[config.mk]
export PLATFORM = sky130hd
export DESIGN_NAME = w5300_udp_multi_tx
export DESIGN_NICKNAME = d
export VERILOG_FILES = /design/src/rtl/w5300_udp_multi_tx.sv
export SDC_FILE = /design/constraint.sdc
export NUM_CORES = 1
export LEC_CHECK = 0
export CAP_MARGIN = 20
export CORE_MARGIN = 2
export CORE_UTILIZATION = 45
export CTS_CLUSTER_SIZE = 30
export DETAILED_ROUTE_END_ITERATION = 12
export HOLD_SLACK_MARGIN = 0.15
export PLACE_DENSITY = 0.82
export SKIP_LAST_GASP = 1
export SYNTH_ARGS = -nofsm -noshare
export SYNTH_HDL_FRONTEND = slang
export SYNTH_SLANG_ARGS = --single-unit
[constraint.sdc]
create_clock -name clk -period 7.1 [get_ports clk]
set_input_delay 0.71 -clock clk [delete_from_list [all_inputs] [get_ports clk]]
set_output_delay 0.71 -clock clk [all_outputs]
set_load 0.1 [all_outputs]
[src/rtl/w5300_udp_multi_tx.sv]
// rtl/w5300_udp_multi_tx.sv - round-robin multi-socket UDP transmit sequencer on the W5300 register bus
// Free-size polling before each send is built in when W5300_UDP_TX_FSR_CHECK_EN is defined.
module w5300_udp_multi_tx #(
  parameter int N_SOCK               = 4,
  parameter int TX_BUFFER_ADDR_WIDTH = 12,
  parameter int FSR_POLL_MAX         = 255
) (
  input  logic                            clk,
  input  logic                            rst_n,
  input  logic [N_SOCK-1:0]               tx_req,
  input  logic [32*N_SOCK-1:0]            dest_ip,
  input  logic [16*N_SOCK-1:0]            dest_port,
  input  logic [16*N_SOCK-1:0]            tx_size,
  input  logic [15:0]                     tx_data,
  output logic [TX_BUFFER_ADDR_WIDTH-1:0] tx_buffer_addr,
  output logic [2:0]                      tx_sel,
  output logic [N_SOCK-1:0]               tx_ack,
  output logic [N_SOCK-1:0]               tx_err,
  output logic                            busy,
  input  logic                            op_status,
  input  logic [15:0]                     rd_data,
  output logic [15:0]                     wr_data,
  output logic [11:0]                     caddr
);

  localparam int AW = TX_BUFFER_ADDR_WIDTH;

  typedef enum logic [3:0] {
    IDLE, ARB, RD_FSR_H, RD_FSR_L, CHK, WR_DIP_H, WR_DIP_L, WR_DPORT,
    WR_DATA, WR_SIZE_H, WR_SIZE_L, WR_CMD, DONE
  } state_t;

  state_t            state_q, state_d;
  logic              gap_q, gap_d;
  logic [2:0]        sel_q, sel_d;
  logic [2:0]        ptr_q, ptr_d;
  logic [31:0]       ip_q, ip_d;
  logic [15:0]       port_q, port_d;
  logic [15:0]       size_q, size_d;
  logic [AW-1:0]     word_q, word_d;
  logic [AW-1:0]     last_q, last_d;
  logic [N_SOCK-1:0] err_q, err_d;

`ifdef W5300_UDP_TX_FSR_CHECK_EN
  localparam int PW = $clog2(FSR_POLL_MAX + 1) + 1;
  logic [PW-1:0] poll_q, poll_d;
  logic          fsr_h_q, fsr_h_d;
  logic [15:0]   fsr_l_q, fsr_l_d;
`else
  logic unused_rd;
  assign unused_rd = ^{rd_data, 32'(FSR_POLL_MAX)};
`endif

  logic              grant_found;
  logic [2:0]        grant_idx;
  logic [N_SOCK-1:0] grant_oh;
  logic [N_SOCK-1:0] sel_oh;
  logic [15:0]       grant_size;
  logic [16:0]       grant_words;
  logic              grant_oversize;
  logic              is_access;
  logic              xfer;
  logic [9:0]        reg_base;
  logic [5:0]        reg_off;
  logic              op_rd;

  // Search starts one past the previous grant so every requester gets a turn.
  always_comb begin : grant_search
    int idx;
    idx         = 0;
    grant_found = 1'b0;
    grant_idx   = 3'd0;
    for (int i = 0; i < N_SOCK; i++) begin
      idx = int'(ptr_q) + i;
      if (idx >= N_SOCK) idx = idx - N_SOCK;
      if (!grant_found && tx_req[idx]) begin
        grant_found = 1'b1;
        grant_idx   = 3'(idx);
      end
    end
  end

  always_comb begin
    grant_oh = '0;
    sel_oh   = '0;
    for (int i = 0; i < N_SOCK; i++) begin
      grant_oh[i] = (grant_idx == 3'(i));
      sel_oh[i]   = (sel_q == 3'(i));
    end
  end

  assign grant_size     = tx_size[16*grant_idx +: 16];
  assign grant_words    = ({1'b0, grant_size} + 17'd1) >> 1;
  assign grant_oversize = {15'd0, grant_words} > (32'd1 << AW);
  assign reg_base       = 10'h200 + {1'b0, sel_q, 6'h00};
  assign is_access      = state_q inside {RD_FSR_H, RD_FSR_L, WR_DIP_H, WR_DIP_L, WR_DPORT,
                                          WR_DATA, WR_SIZE_H, WR_SIZE_L, WR_CMD};
  assign xfer           = is_access && !gap_q && op_status;

  always_ff @(posedge clk or negedge rst_n) begin
    if (!rst_n) begin
      state_q <= IDLE;
      gap_q   <= 1'b1;
      sel_q   <= 3'd0;
      ptr_q   <= 3'd0;
      ip_q    <= '0;
      port_q  <= '0;
      size_q  <= '0;
      word_q  <= '0;
      last_q  <= '0;
      err_q   <= '0;
`ifdef W5300_UDP_TX_FSR_CHECK_EN
      poll_q  <= '0;
      fsr_h_q <= 1'b0;
      fsr_l_q <= '0;
`endif
    end else begin
      state_q <= state_d;
      gap_q   <= gap_d;
      sel_q   <= sel_d;
      ptr_q   <= ptr_d;
      ip_q    <= ip_d;
      port_q  <= port_d;
      size_q  <= size_d;
      word_q  <= word_d;
      last_q  <= last_d;
      err_q   <= err_d;
`ifdef W5300_UDP_TX_FSR_CHECK_EN
      poll_q  <= poll_d;
      fsr_h_q <= fsr_h_d;
      fsr_l_q <= fsr_l_d;
`endif
    end
  end

  always_comb begin
    state_d = state_q;
    sel_d   = sel_q;
    ptr_d   = ptr_q;
    ip_d    = ip_q;
    port_d  = port_q;
    size_d  = size_q;
    word_d  = word_q;
    last_d  = last_q;
    err_d   = err_q;
`ifdef W5300_UDP_TX_FSR_CHECK_EN
    poll_d  = poll_q;
    fsr_h_d = fsr_h_q;
    fsr_l_d = fsr_l_q;
`endif
    // Chip select stays released for one cycle after every completed access.
    gap_d = is_access ? (!gap_q && op_status) : 1'b1;

    case (state_q)
      IDLE: if (|tx_req) state_d = ARB;
      ARB: begin
        if (!grant_found) begin
          state_d = IDLE;
        end else begin
          sel_d  = grant_idx;
          ptr_d  = (grant_idx == 3'(N_SOCK - 1)) ? 3'd0 : grant_idx + 3'd1;
          ip_d   = dest_ip[32*grant_idx +: 32];
          port_d = dest_port[16*grant_idx +: 16];
          size_d = grant_size;
          word_d = '0;
          last_d = AW'(grant_words - 17'd1);
`ifdef W5300_UDP_TX_FSR_CHECK_EN
          poll_d = '0;
`endif
          if (grant_size == 16'd0) begin
            state_d = DONE;
          end else if (grant_oversize) begin
            err_d   = err_q | grant_oh;
            state_d = DONE;
          end else begin
`ifdef W5300_UDP_TX_FSR_CHECK_EN
            state_d = RD_FSR_H;
`else
            state_d = WR_DIP_H;
`endif
          end
        end
      end
`ifdef W5300_UDP_TX_FSR_CHECK_EN
      RD_FSR_H: if (xfer) begin
        fsr_h_d = rd_data[0];
        state_d = RD_FSR_L;
      end
      RD_FSR_L: if (xfer) begin
        fsr_l_d = rd_data;
        state_d = CHK;
      end
      CHK: begin
        if ({fsr_h_q, fsr_l_q} >= {1'b0, size_q}) begin
          state_d = WR_DIP_H;
        end else if (poll_q == PW'(FSR_POLL_MAX)) begin
          err_d   = err_q | sel_oh;
          state_d = DONE;
        end else begin
          poll_d  = poll_q + PW'(1);
          state_d = RD_FSR_H;
        end
      end
`endif
      WR_DIP_H:  if (xfer) state_d = WR_DIP_L;
      WR_DIP_L:  if (xfer) state_d = WR_DPORT;
      WR_DPORT:  if (xfer) state_d = WR_DATA;
      WR_DATA: if (xfer) begin
        if (word_q == last_q) state_d = WR_SIZE_H;
        else                  word_d  = word_q + AW'(1);
      end
      WR_SIZE_H: if (xfer) state_d = WR_SIZE_L;
      WR_SIZE_L: if (xfer) state_d = WR_CMD;
      WR_CMD:    if (xfer) state_d = DONE;
      DONE:      state_d = IDLE;
      default:   state_d = IDLE;
    endcase
  end

  always_comb begin
    op_rd   = 1'b0;
    reg_off = 6'h00;
    wr_data = 16'h0000;
    case (state_q)
      RD_FSR_H:  begin op_rd = 1'b1; reg_off = 6'h24; end
      RD_FSR_L:  begin op_rd = 1'b1; reg_off = 6'h26; end
      WR_DIP_H:  begin reg_off = 6'h14; wr_data = ip_q[31:16]; end
      WR_DIP_L:  begin reg_off = 6'h16; wr_data = ip_q[15:0]; end
      WR_DPORT:  begin reg_off = 6'h12; wr_data = port_q; end
      WR_DATA:   begin reg_off = 6'h2E; wr_data = tx_data; end
      WR_SIZE_H: begin reg_off = 6'h20; wr_data = 16'h0000; end
      WR_SIZE_L: begin reg_off = 6'h22; wr_data = size_q; end
      WR_CMD:    begin reg_off = 6'h02; wr_data = 16'h0020; end
      default:   begin op_rd = 1'b0; end
    endcase
    caddr  = is_access ? {gap_q, op_rd, reg_base + {4'd0, reg_off}} : 12'hC00;
    tx_ack = (state_q == DONE) ? sel_oh : '0;
  end

  assign tx_sel         = sel_q;
  assign tx_err         = err_q;
  assign busy           = (state_q != IDLE);
  assign tx_buffer_addr = word_q;

endmodule

Yosys cells after proc, flatten, opt, wreduce, memory -nomap -nowiden. Cells that the tools add are included.

Register bits: 103. Output and inout bits: 52. Logic and storage cells: 137.

$add $sub $neg: 13. $lt $le $gt $ge: 9. Equal/unequal tests: 29. Shifts and indexed selects: 3. Multiplexer cells: 48. Bitwise operators: 2. Reduce and logical (&&, ||, !) cells: 23.

Operator list (count): $lt A32 B4 Y1 const B (4); $mux W32 (4); $shiftx A128 B9 Y32 (1); $shiftx A64 B8 Y16 (2); $pmux W16 S6 (1); $pmux W6 S9 (1); $mux W4 (13); $mux W12 (4); $pmux W4 S9 (1); $pmux W12 S2 (1); $eq A4 B4 Y1 const B (5); $ne A2 B2 Y1 const B (10); $add A16 B1 Y17 const B (1); $gt A16 B13 Y1 const B (1); $logic_not A16 Y1 (1); $mux W3 (5); $sub A4 B3 Y5 const B (3); $mux W1 (14); $add A12 B1 Y12 const B (1); $eq A12 B12 Y1 (1); $eq A3 B2 Y1 const B (4); $eq A4 B3 Y1 const B (3); $ge A4 B3 Y1 const B (3); $sub A12 B1 Y12 const B (1); other kinds (26) (42).

Logic depth before layout (Yosys ltp). Gate-level depths: netlist of run 1.

Depth after elaboration: 22. Mapped depth: 27. Mapped depth without buffers: 19.

Worst setup path after synthesis of run 1. No wires, ideal clock.

Kind: flip-flop to flip-flop. Start point: register ptr_q[0]. End point: register last_q[10]. Data arrival time: 5.815 ns. Required time: 6.975 ns. Slack: 1.160 ns. Stages on the path, launching flop included: 27. Buffers on the path: 8. Clock period less this slack: 5.940 ns. Path through: dfrtp_1 -> buf_6 -> buf_2 -> clkinv_1 -> clkbuf_1 -> ha_1 -> buf_2 -> mux4_2 -> o221ai_1 -> o21a_1 -> buf_4 -> inv_2 -> buf_2 -> clkbuf_1 -> clkbuf_1 -> nand2_1 -> and3_1 -> ha_1 -> inv_1 -> a31o_2 -> a2111oi_0 -> xnor2_2 -> nand4_2 -> or4_4 -> nor3_2 -> xnor2_1 -> mux2_2.

Word-level cells in the longest chain between the ends: 18. Elaborated cells between the ends (all ways): 45. Those cells by class: add/sub: 9; order compare: 4; shift: 1; mux: 24; reduce/logical: 7.

Ends and longest elaborated chain: from (decl) (line 36) `logic [2:0] ptr_q, ptr_d;`; from (signal assigned) (line 121) `ptr_q <= ptr_d;`; parallel branches: the longest is 14 deep, another holds $sub A4 B3 Y5; $mux W3 (*) (line 76) `if (!grant_found && tx_req[idx]) begin`; $shiftx A64 B8 Y16 (*) (line 92) `assign grant_size = tx_size[16*grant_idx +: 16];`; named net grant_size[0] (line 58) `logic [15:0] grant_size;`; $add A16 B1 Y17 (*) (line 93) `assign grant_words = ({1'b0, grant_size} + 17'd1) >> 1;`; $sub A12 B1 Y12 (*) (line 166) `last_d = AW'(grant_words - 17'd1);`; to (signal assigned) (line 126) `last_q <= last_d;`; to (decl) (line 41) `logic [AW-1:0] last_q, last_d;`.

Mark *: on every way through the listed nets, which the timed path passes. The select of a mux whose other input is x is not followed. A chain may end at the register's enable or synchronous reset.

Worst setup path in the final report of run 1.
Start point: register ptr_q[1]. End point: register err_q[3] (netlist: tx_err[3]).

Word-level cells in the longest chain between the ends: 19. Elaborated cells between the ends (all ways): 49. Those cells by class: add/sub: 8; order compare: 5; eq/ne: 1; shift: 1; mux: 24; bitwise: 2; reduce/logical: 8.

Ends and longest elaborated chain: parallel branches: the longest is 19 deep, another holds $sub A4 B3 Y5; to (signal assigned) (line 127) `err_q <= err_d;`; to (decl) (line 42) `logic [N_SOCK-1:0] err_q, err_d;`.

Parallel ways; which one is timed is not known. The select of a mux whose other input is x is not followed.

==> qor.yml, run 1 <==
grt_pass1_vias: 9226
fin_skew_ps: 11.9
hp-class: "in -> async"
synth_top_area_cell: "dfrtp_1"
leakage_uw: 0.00525
avgSynthCellArea_um2: 7.45
period_minus_slack_ps: 6050
layout.cells.non_filler: 1721
yosysUniqueCellTypes: 77
track_usage: 0.315
async_flop_share: 1.00
synth_ff_type: "dfrtp_1"
synth_fp_nets: 1492
ant_nets: 0
ys_ff_latch: 103
path_max_fanout: 70
clockBufferDepth: 2
worst-r2r-setup-slack_ps: 1050
cts-resized-gates: 0
clock-sinks: 103
p_sw_uw: 4020
clk_latency_ps: 360
grt_max_degree: 105
cts_buffers: 9
cts_tree: "yes"
cp-startpoint: "ptr_q[1]$_DFFE_PN0P_"
syn_inst: 1185
final_core_util: 0.651
fp.dieW_um: 144
critPathKind: "reg -> reg"
hpwl_mm: 25.2
clk_pin_slew_ps: 70
synth_area_leaders: "dfrtp_1 29%, nand2_1 13%, nand3_1 8.2%, a32o_1 6.1%, mux2i_1 3.1%"
setup_tns_ps: 0
rsz0062_at_grt: "false"
grt_antenna_before_repair: 0
worstMarginPinSlew_ps: 1070
fin_crit_sh: 0.852
layout_commonest_cell: "clkdlybuf4s50_1"
power.total_uw: 6940
seq_area_frac_synth: 0.292
combPwrFrac: 0.764
swShare: 0.579
power_frac_seq: 0.161
synth.top_cell.area_share: 0.289
crit_path_end_kind: "flip-flop"
grt_overflow: 0
drc: 0
dp_cells: 1703
status: "completed"
die_h_um: 144
nNetsFinal: 1757
cts_root_buffer: "clkbuf_16"
io_buffers: 329
grt_pass1_wl_mm: 50.5
vias: 10100
synth-edff-count: 0
hold_buffers: 0
cp.arrival_ps: 6290
max_freq_mhz: 165
pwr-share-clk: 0.075
reg2regPathDepth: 16
areaGrowthSynthToFinish_pct: 42.5
drive_gt1_frac: 0.0564
drt-total-wl_mm: 33.7
hold_viol_final: 0
dieArea_mm2: 0.0208
required_ps: 7350
slew-limit-headroom: 0.284
dpl_cell_area_mm2: 0.0122
yosysWarnings: 0
core_mm2: 0.0193
vias_per_cell: 5.89
crit_path_start_kind: "flip-flop"
pin_count: 347
initial_core_util: 0.457
cap_violations: 0
dr.first_iter.drc_count: 724
maxSlewViolCount: 0
rr_endpoint: "tx_err[3]$_DFFE_PN0P_"
final_cell_mix: "328 x clkdlybuf4s50_1, 314 x nand2_1, 145 x nand3_1, 101 x dfrtp_1, 54 x a32o_1"
first_pass_iters: 5
htreeDepth: 3
crit_end: "tx_err[3]$_DFFE_PN0P_"
r2r_start: "ptr_q[1]$_DFFE_PN0P_"
final_area_mm2: 0.0126
ir_drop_mv: 0.331
intPower_uw: 2920
rows: 51
wl_per_cell_um: 19.6
synth_area_mm2: 0.00883
cts_setup_buffers: 0
p_per_area_mw_per_mm2: 552
setup_viol: 0
gp_congestion: 0.958
## cells by family after synthesis
family          count (synthesis)  synth area share
compound gates                241             0.207
xor+xnor                       42            0.0434
mux                            43            0.0565
flops                         103             0.292
simple gates                  629             0.329
other cells                     1          0.000425
buf+inv                       114            0.0541
fa+ha+maj                      12            0.0170
## how the worst min path moves through the flow
stage	startpoint	endpoint	slack [ps]
after floorplan	rst_n	ip_q[0]$_DFFE_PN0P_	410
after global placement	tx_err[3]$_DFFE_PN0P_	tx_err[3]$_DFFE_PN0P_	450
after detailed placement	tx_err[1]$_DFFE_PN0P_	tx_err[1]$_DFFE_PN0P_	450
after CTS	rst_n	tx_buffer_addr[6]$_DFFE_PN0P_	250
after global routing	rst_n	tx_buffer_addr[7]$_DFFE_PN0P_	250
final	rst_n	tx_buffer_addr[9]$_DFFE_PN0P_	250
## registers in the layout, indices dropped and copies added, names as in the netlist
register	count
last_q	12
tx_sel	3
size_q	16
tx_buffer_addr	12
tx_err	4
gap_q	1
state_q	4
ip_q	32
port_q	16
ptr_q	3
## power groups by stage
stage | combinational, µW | sequential (µW) | clock (µW)
finish | 5300 | 1120 | 520
global route | 5740 | 1150 | 550
CTS | 5270 | 1110 | 527
detailed placement | 5240 | 1120 | 0
global placement | 5170 | 1110 | 0
floorplan | 3830 | 1150 | 0
## synth_stat cells (17+ instances only)
cell type  count
a32o_1        54
o21ai_0       45
xor2_1        23
nand2_1      314
xnor2_1       17
mux2i_1       27
clkbuf_1      61
nor3_1        23
nor2_1        46
nand3_1      145
a21oi_1       28
dfrtp_1      102
a22oi_1       32
## area by class of cell
cell class,instances,area (µm²)
Fill cell,1658,6750
Timing Repair Buffer,349,3470
Clock buffer,9,225
Sequential cell,103,2580
Tap cell,265,332
Inverter,19,73.8
Antenna cell,1,2.50
Multi-Input combinational cell,968,5820
Clock inverter,7,80.1
## metal layers
| layer | vias to the layer above | global-route usage | part of all wire |
|---|---|---|---|
| met2 | 447 | 0.515 | 0.48 |
| met4 | 0 | 0.108 | 0.032 |
| met5 | - | 0 | 0 |
| met3 | 73 | 0.0818 | 0.079 |
| li1 | 4820 | - | - |
| met1 | 4794 | 0.404 | 0.40 |
## through the flow
stage	worst slack, ps	hold slack, ps
floorplan	1160	414
global placement	922	448
detailed placement	854	446
CTS	1140	248
global route	546	253
finish	1050	246
## worst max-delay path, stage by stage (launching register included)
cell and delay (ps):
dfrtp_1 700, inv_1 180, ha_1 510, mux4_2 480
o221ai_1 290, o21a_4 370, inv_4 160, buf_4 440
buf_4 650, nand2_1 100, a21oi_1 380, nand4_1 170
xnor2_1 230, nor4_1 450, and4_1 260, o21ai_1 210
a21o_1 240
No activity file was read; power rests on OpenSTA's default activity.
==> run 2, diff against run 1 <==
==> constraint.sdc (replaced) <==
create_clock -name clk -period 5.7 [get_ports clk]
set_input_delay 0.57 -clock clk [delete_from_list [all_inputs] [get_ports clk]]
set_output_delay 0.57 -clock clk [all_outputs]
set_load 0.1 [all_outputs]
==> run 2 against run 1 <==
Routed wire length fell by 1.0%. Clock-buffer cell count did not move. Register-to-register slack worse by 510 ps. Cell count rose by 1.0%. Total power rose by 26%. Via count up 0.90%. Worst setup slack got worse by 510 ps. Critical endpoint is now tx_err[2]$_DFFE_PN0P_. Highest routed layer unchanged.
==> qor.yml, run 2 (synthesis gave the netlist of run 1 again) <==
cts_tree: "yes"  # unchanged
required_ps: 5950  # was 7350 ps
r2r_start: "ptr_q[0]$_DFFE_PN0P_"  # was ptr_q[1]$_DFFE_PN0P_
intPower_uw: 3710  # was 2920 µW
final_area_mm2: 0.0127  # was 0.0126 mm²
setup_tns_ps: 0  # unchanged
worstMarginPinSlew_ps: 1090  # was 1070 ps
clockBufferDepth: 2  # unchanged
first_pass_iters: 6  # was 5
hold_ws_ps: 467  # was 246 ps
period_minus_slack_ps: 5160  # was 6050 ps
fp.dieW_um: 144  # unchanged
min_path_cells: 1
ir_drop_mv: 0.549  # was 0.331 mV
grt_pass1_wl_mm: 50.4  # was 50.5 mm
grt_pass1_vias: 9379  # was 9226
cap_violations: 0  # unchanged
pwr-share-clk: 0.069  # was 0.075
die_h_um: 144  # unchanged
slew-limit-headroom: 0.274  # was 0.284
crit_slowest_cell: "dfrtp_2"  # was dfrtp_1
rsz0062_at_grt: "false"  # unchanged
wl_per_cell_um: 19.2  # was 19.6 µm
max_freq_mhz: 194  # was 165 MHz
hp-class: "reg -> reg"  # was in -> async
dpl_cell_area_mm2: 0.0124  # was 0.0122 mm²
clk_latency_ps: 350  # was 360 ps
layout_commonest_cell: "clkdlybuf4s50_1"  # unchanged
maxSlewViolCount: 0  # unchanged
grt_overflow: 0  # unchanged
hp-start: "tx_err[3]$_DFFE_PN0P_"
areaGrowthSynthToFinish_pct: 43.8  # was 42.5%
leakage_uw: 0.00532  # was 0.00525 µW
core_mm2: 0.0193  # unchanged
ant_nets: 0  # unchanged
clk_pin_slew_ps: 70  # about the same
path_max_fanout: 17  # was 70
cp.arrival_ps: 5410  # was 6290 ps
top_register: "ip_q"  # unchanged
drc: 0  # unchanged
cts-resized-gates: 0  # unchanged
crit_path_start_kind: "flip-flop"  # unchanged
final_cell_mix: "328 x clkdlybuf4s50_1, 314 x nand2_1, 145 x nand3_1, 101 x dfrtp_1, 54 x a32o_1"  # unchanged
fin_crit_sh: 0.905  # was 0.852
status: "completed"  # unchanged
rows: 51  # unchanged
swShare: 0.576  # was 0.579
clock-sinks: 103  # unchanged
p_sw_uw: 5030  # was 4020 µW
track_usage: 0.312  # was 0.315
cts_buffers: 9  # unchanged
vias_per_cell: 5.88  # was 5.89
drive_gt1_frac: 0.0692  # was 0.0564
htreeDepth: 3  # unchanged
nNetsFinal: 1776  # was 1757
initial_core_util: 0.457  # unchanged
critPathKind: "reg -> reg"  # unchanged
rr_endpoint: "tx_err[2]$_DFFE_PN0P_"  # was tx_err[3]$_DFFE_PN0P_
crit_path_end_kind: "flip-flop"  # unchanged
grt_antenna_before_repair: 0  # unchanged
top_regs: "ip_q (32), port_q (16), size_q (16)"  # unchanged
p_per_area_mw_per_mm2: 688  # was 552 mW/mm²
fillers: 1651  # was 1658
gp_congestion: 0.970  # was 0.958
cts_root_buffer: "clkbuf_16"  # unchanged
worst-r2r-setup-slack_ps: 540  # was 1050 ps
diodes: 0  # was 1
grt_max_degree: 105  # unchanged
dr.first_iter.drc_count: 975  # was 724
hold_viol_final: 0  # unchanged
hpwl_mm: 25.8  # was 25.2 mm
reg2regPathDepth: 20  # was 16
power_frac_seq: 0.158  # was 0.161
worst_path_largest_cell_delay_ps: 560  # was 700 ps
vias: 10200  # was 10100
dieArea_mm2: 0.0208  # unchanged
drt-total-wl_mm: 33.4  # was 33.7 mm
setup_viol: 0  # unchanged
io_buffers: 329  # unchanged
path_cells: "clkinv_1, ha_1, mux4_2, buf_4, a221o_2, a221oi_2, nand2_1, and3_1, ha_1, inv_1, a31o_2, nor3_2, buf_4, xnor2_2, nand4_2, nor4_1, buf_4, and4_1, o21ai_1, a21o_1"  # was inv_1, ha_1, mux4_2, o221ai_1, o21a_4, inv_4, buf_4, buf_4, nand2_1, a21oi_1, nand4_1, xnor2_1, nor4_1, and4_1, o21ai_1, a21o_1
cp_common_cell: "buf_4"  # unchanged
combPwrFrac: 0.773  # was 0.764
fin_skew_ps: 8.44  # was 11.9 ps
holdPathEnd: "tx_err[3]$_DFFE_PN0P_"
pin_count: 347  # unchanged
largest_register_ffs: 32  # unchanged
==> run 2: worst max-delay path, delay by kind of cell, from the launching register on <==
| kind | cells | cell delay, ps |
|---|---|---|
| buf+inv | 5 | 790 |
| compound gates | 5 | 1420 |
| xor+xnor | 1 | 230 |
| flops | 1 | 560 |
| fa+ha+maj | 2 | 670 |
| simple gates | 6 | 970 |
| mux | 1 | 410 |
==> run 2: cell type report <==
class | instances | area, µm² | area share
clock buffers | 9 | 225 | 0.0177
repair buffers | 368 | 3600 | 0.283
clock inverters | 7 | 56.3 | 0.00444
well taps | 265 | 332 | 0.0261
multi-input cells | 968 | 5830 | 0.459
inverters | 19 | 72.6 | 0.00572
flip-flops and latches | 103 | 2580 | 0.203
==> run 2: per-layer routing <==
metal  vias up  GRT usage  routed length (µm)
li1       4854          -                   -
met1      4825      0.412               13300
met2       486      0.521               16500
met3        60     0.0576                2720
met4         0     0.0918                 893
met5         -          0                   0
==> run 2: how the worst max path moves through the flow <==
| stage | startpoint | to | depth (start not counted) |
|---|---|---|---|
| final | ptr_q[0]$_DFFE_PN0P_ | tx_err[2]$_DFFE_PN0P_ | 20 |
| after global routing | ptr_q[0]$_DFFE_PN0P_ | tx_err[2]$_DFFE_PN0P_ | 21 |
| after CTS | ptr_q[0]$_DFFE_PN0P_ | tx_err[2]$_DFFE_PN0P_ | 20 |
| after detailed placement | tx_req[3] | last_q[10]$_DFFE_PN0P_ | 18 |
| after global placement | tx_req[1] | last_q[10]$_DFFE_PN0P_ | 18 |
| after floorplan | ptr_q[0]$_DFFE_PN0P_ | last_q[10]$_DFFE_PN0P_ | 26 |
==> run 2: stage by stage <==
step	std cells	util	power (µW)	setup WS, ps
3_3_place_gp	1721	0.640	7960	412
6_report	1739	0.657	8730	539
4_1_cts	1739	0.657	8690	559
2_1_floorplan	1185	-	6220	50.9
3_5_place_dp	1722	0.641	8070	311
5_1_grt	1739	0.657	9370	140
==> run 2: repair_timing <==
item	CTS	global route
hold buffers	1	0
setup buffers	0	0
endpoints found under the hold margin	25	0
==> run 2: power groups by stage <==
stage,combinational (µW),sequential (µW),clock (µW)
2_1_floorplan,4790,1430,0
3_3_place_gp,6580,1380,0
3_5_place_dp,6680,1390,0
4_1_cts,6710,1380,608
5_1_grt,7310,1420,645
6_report,6750,1380,599
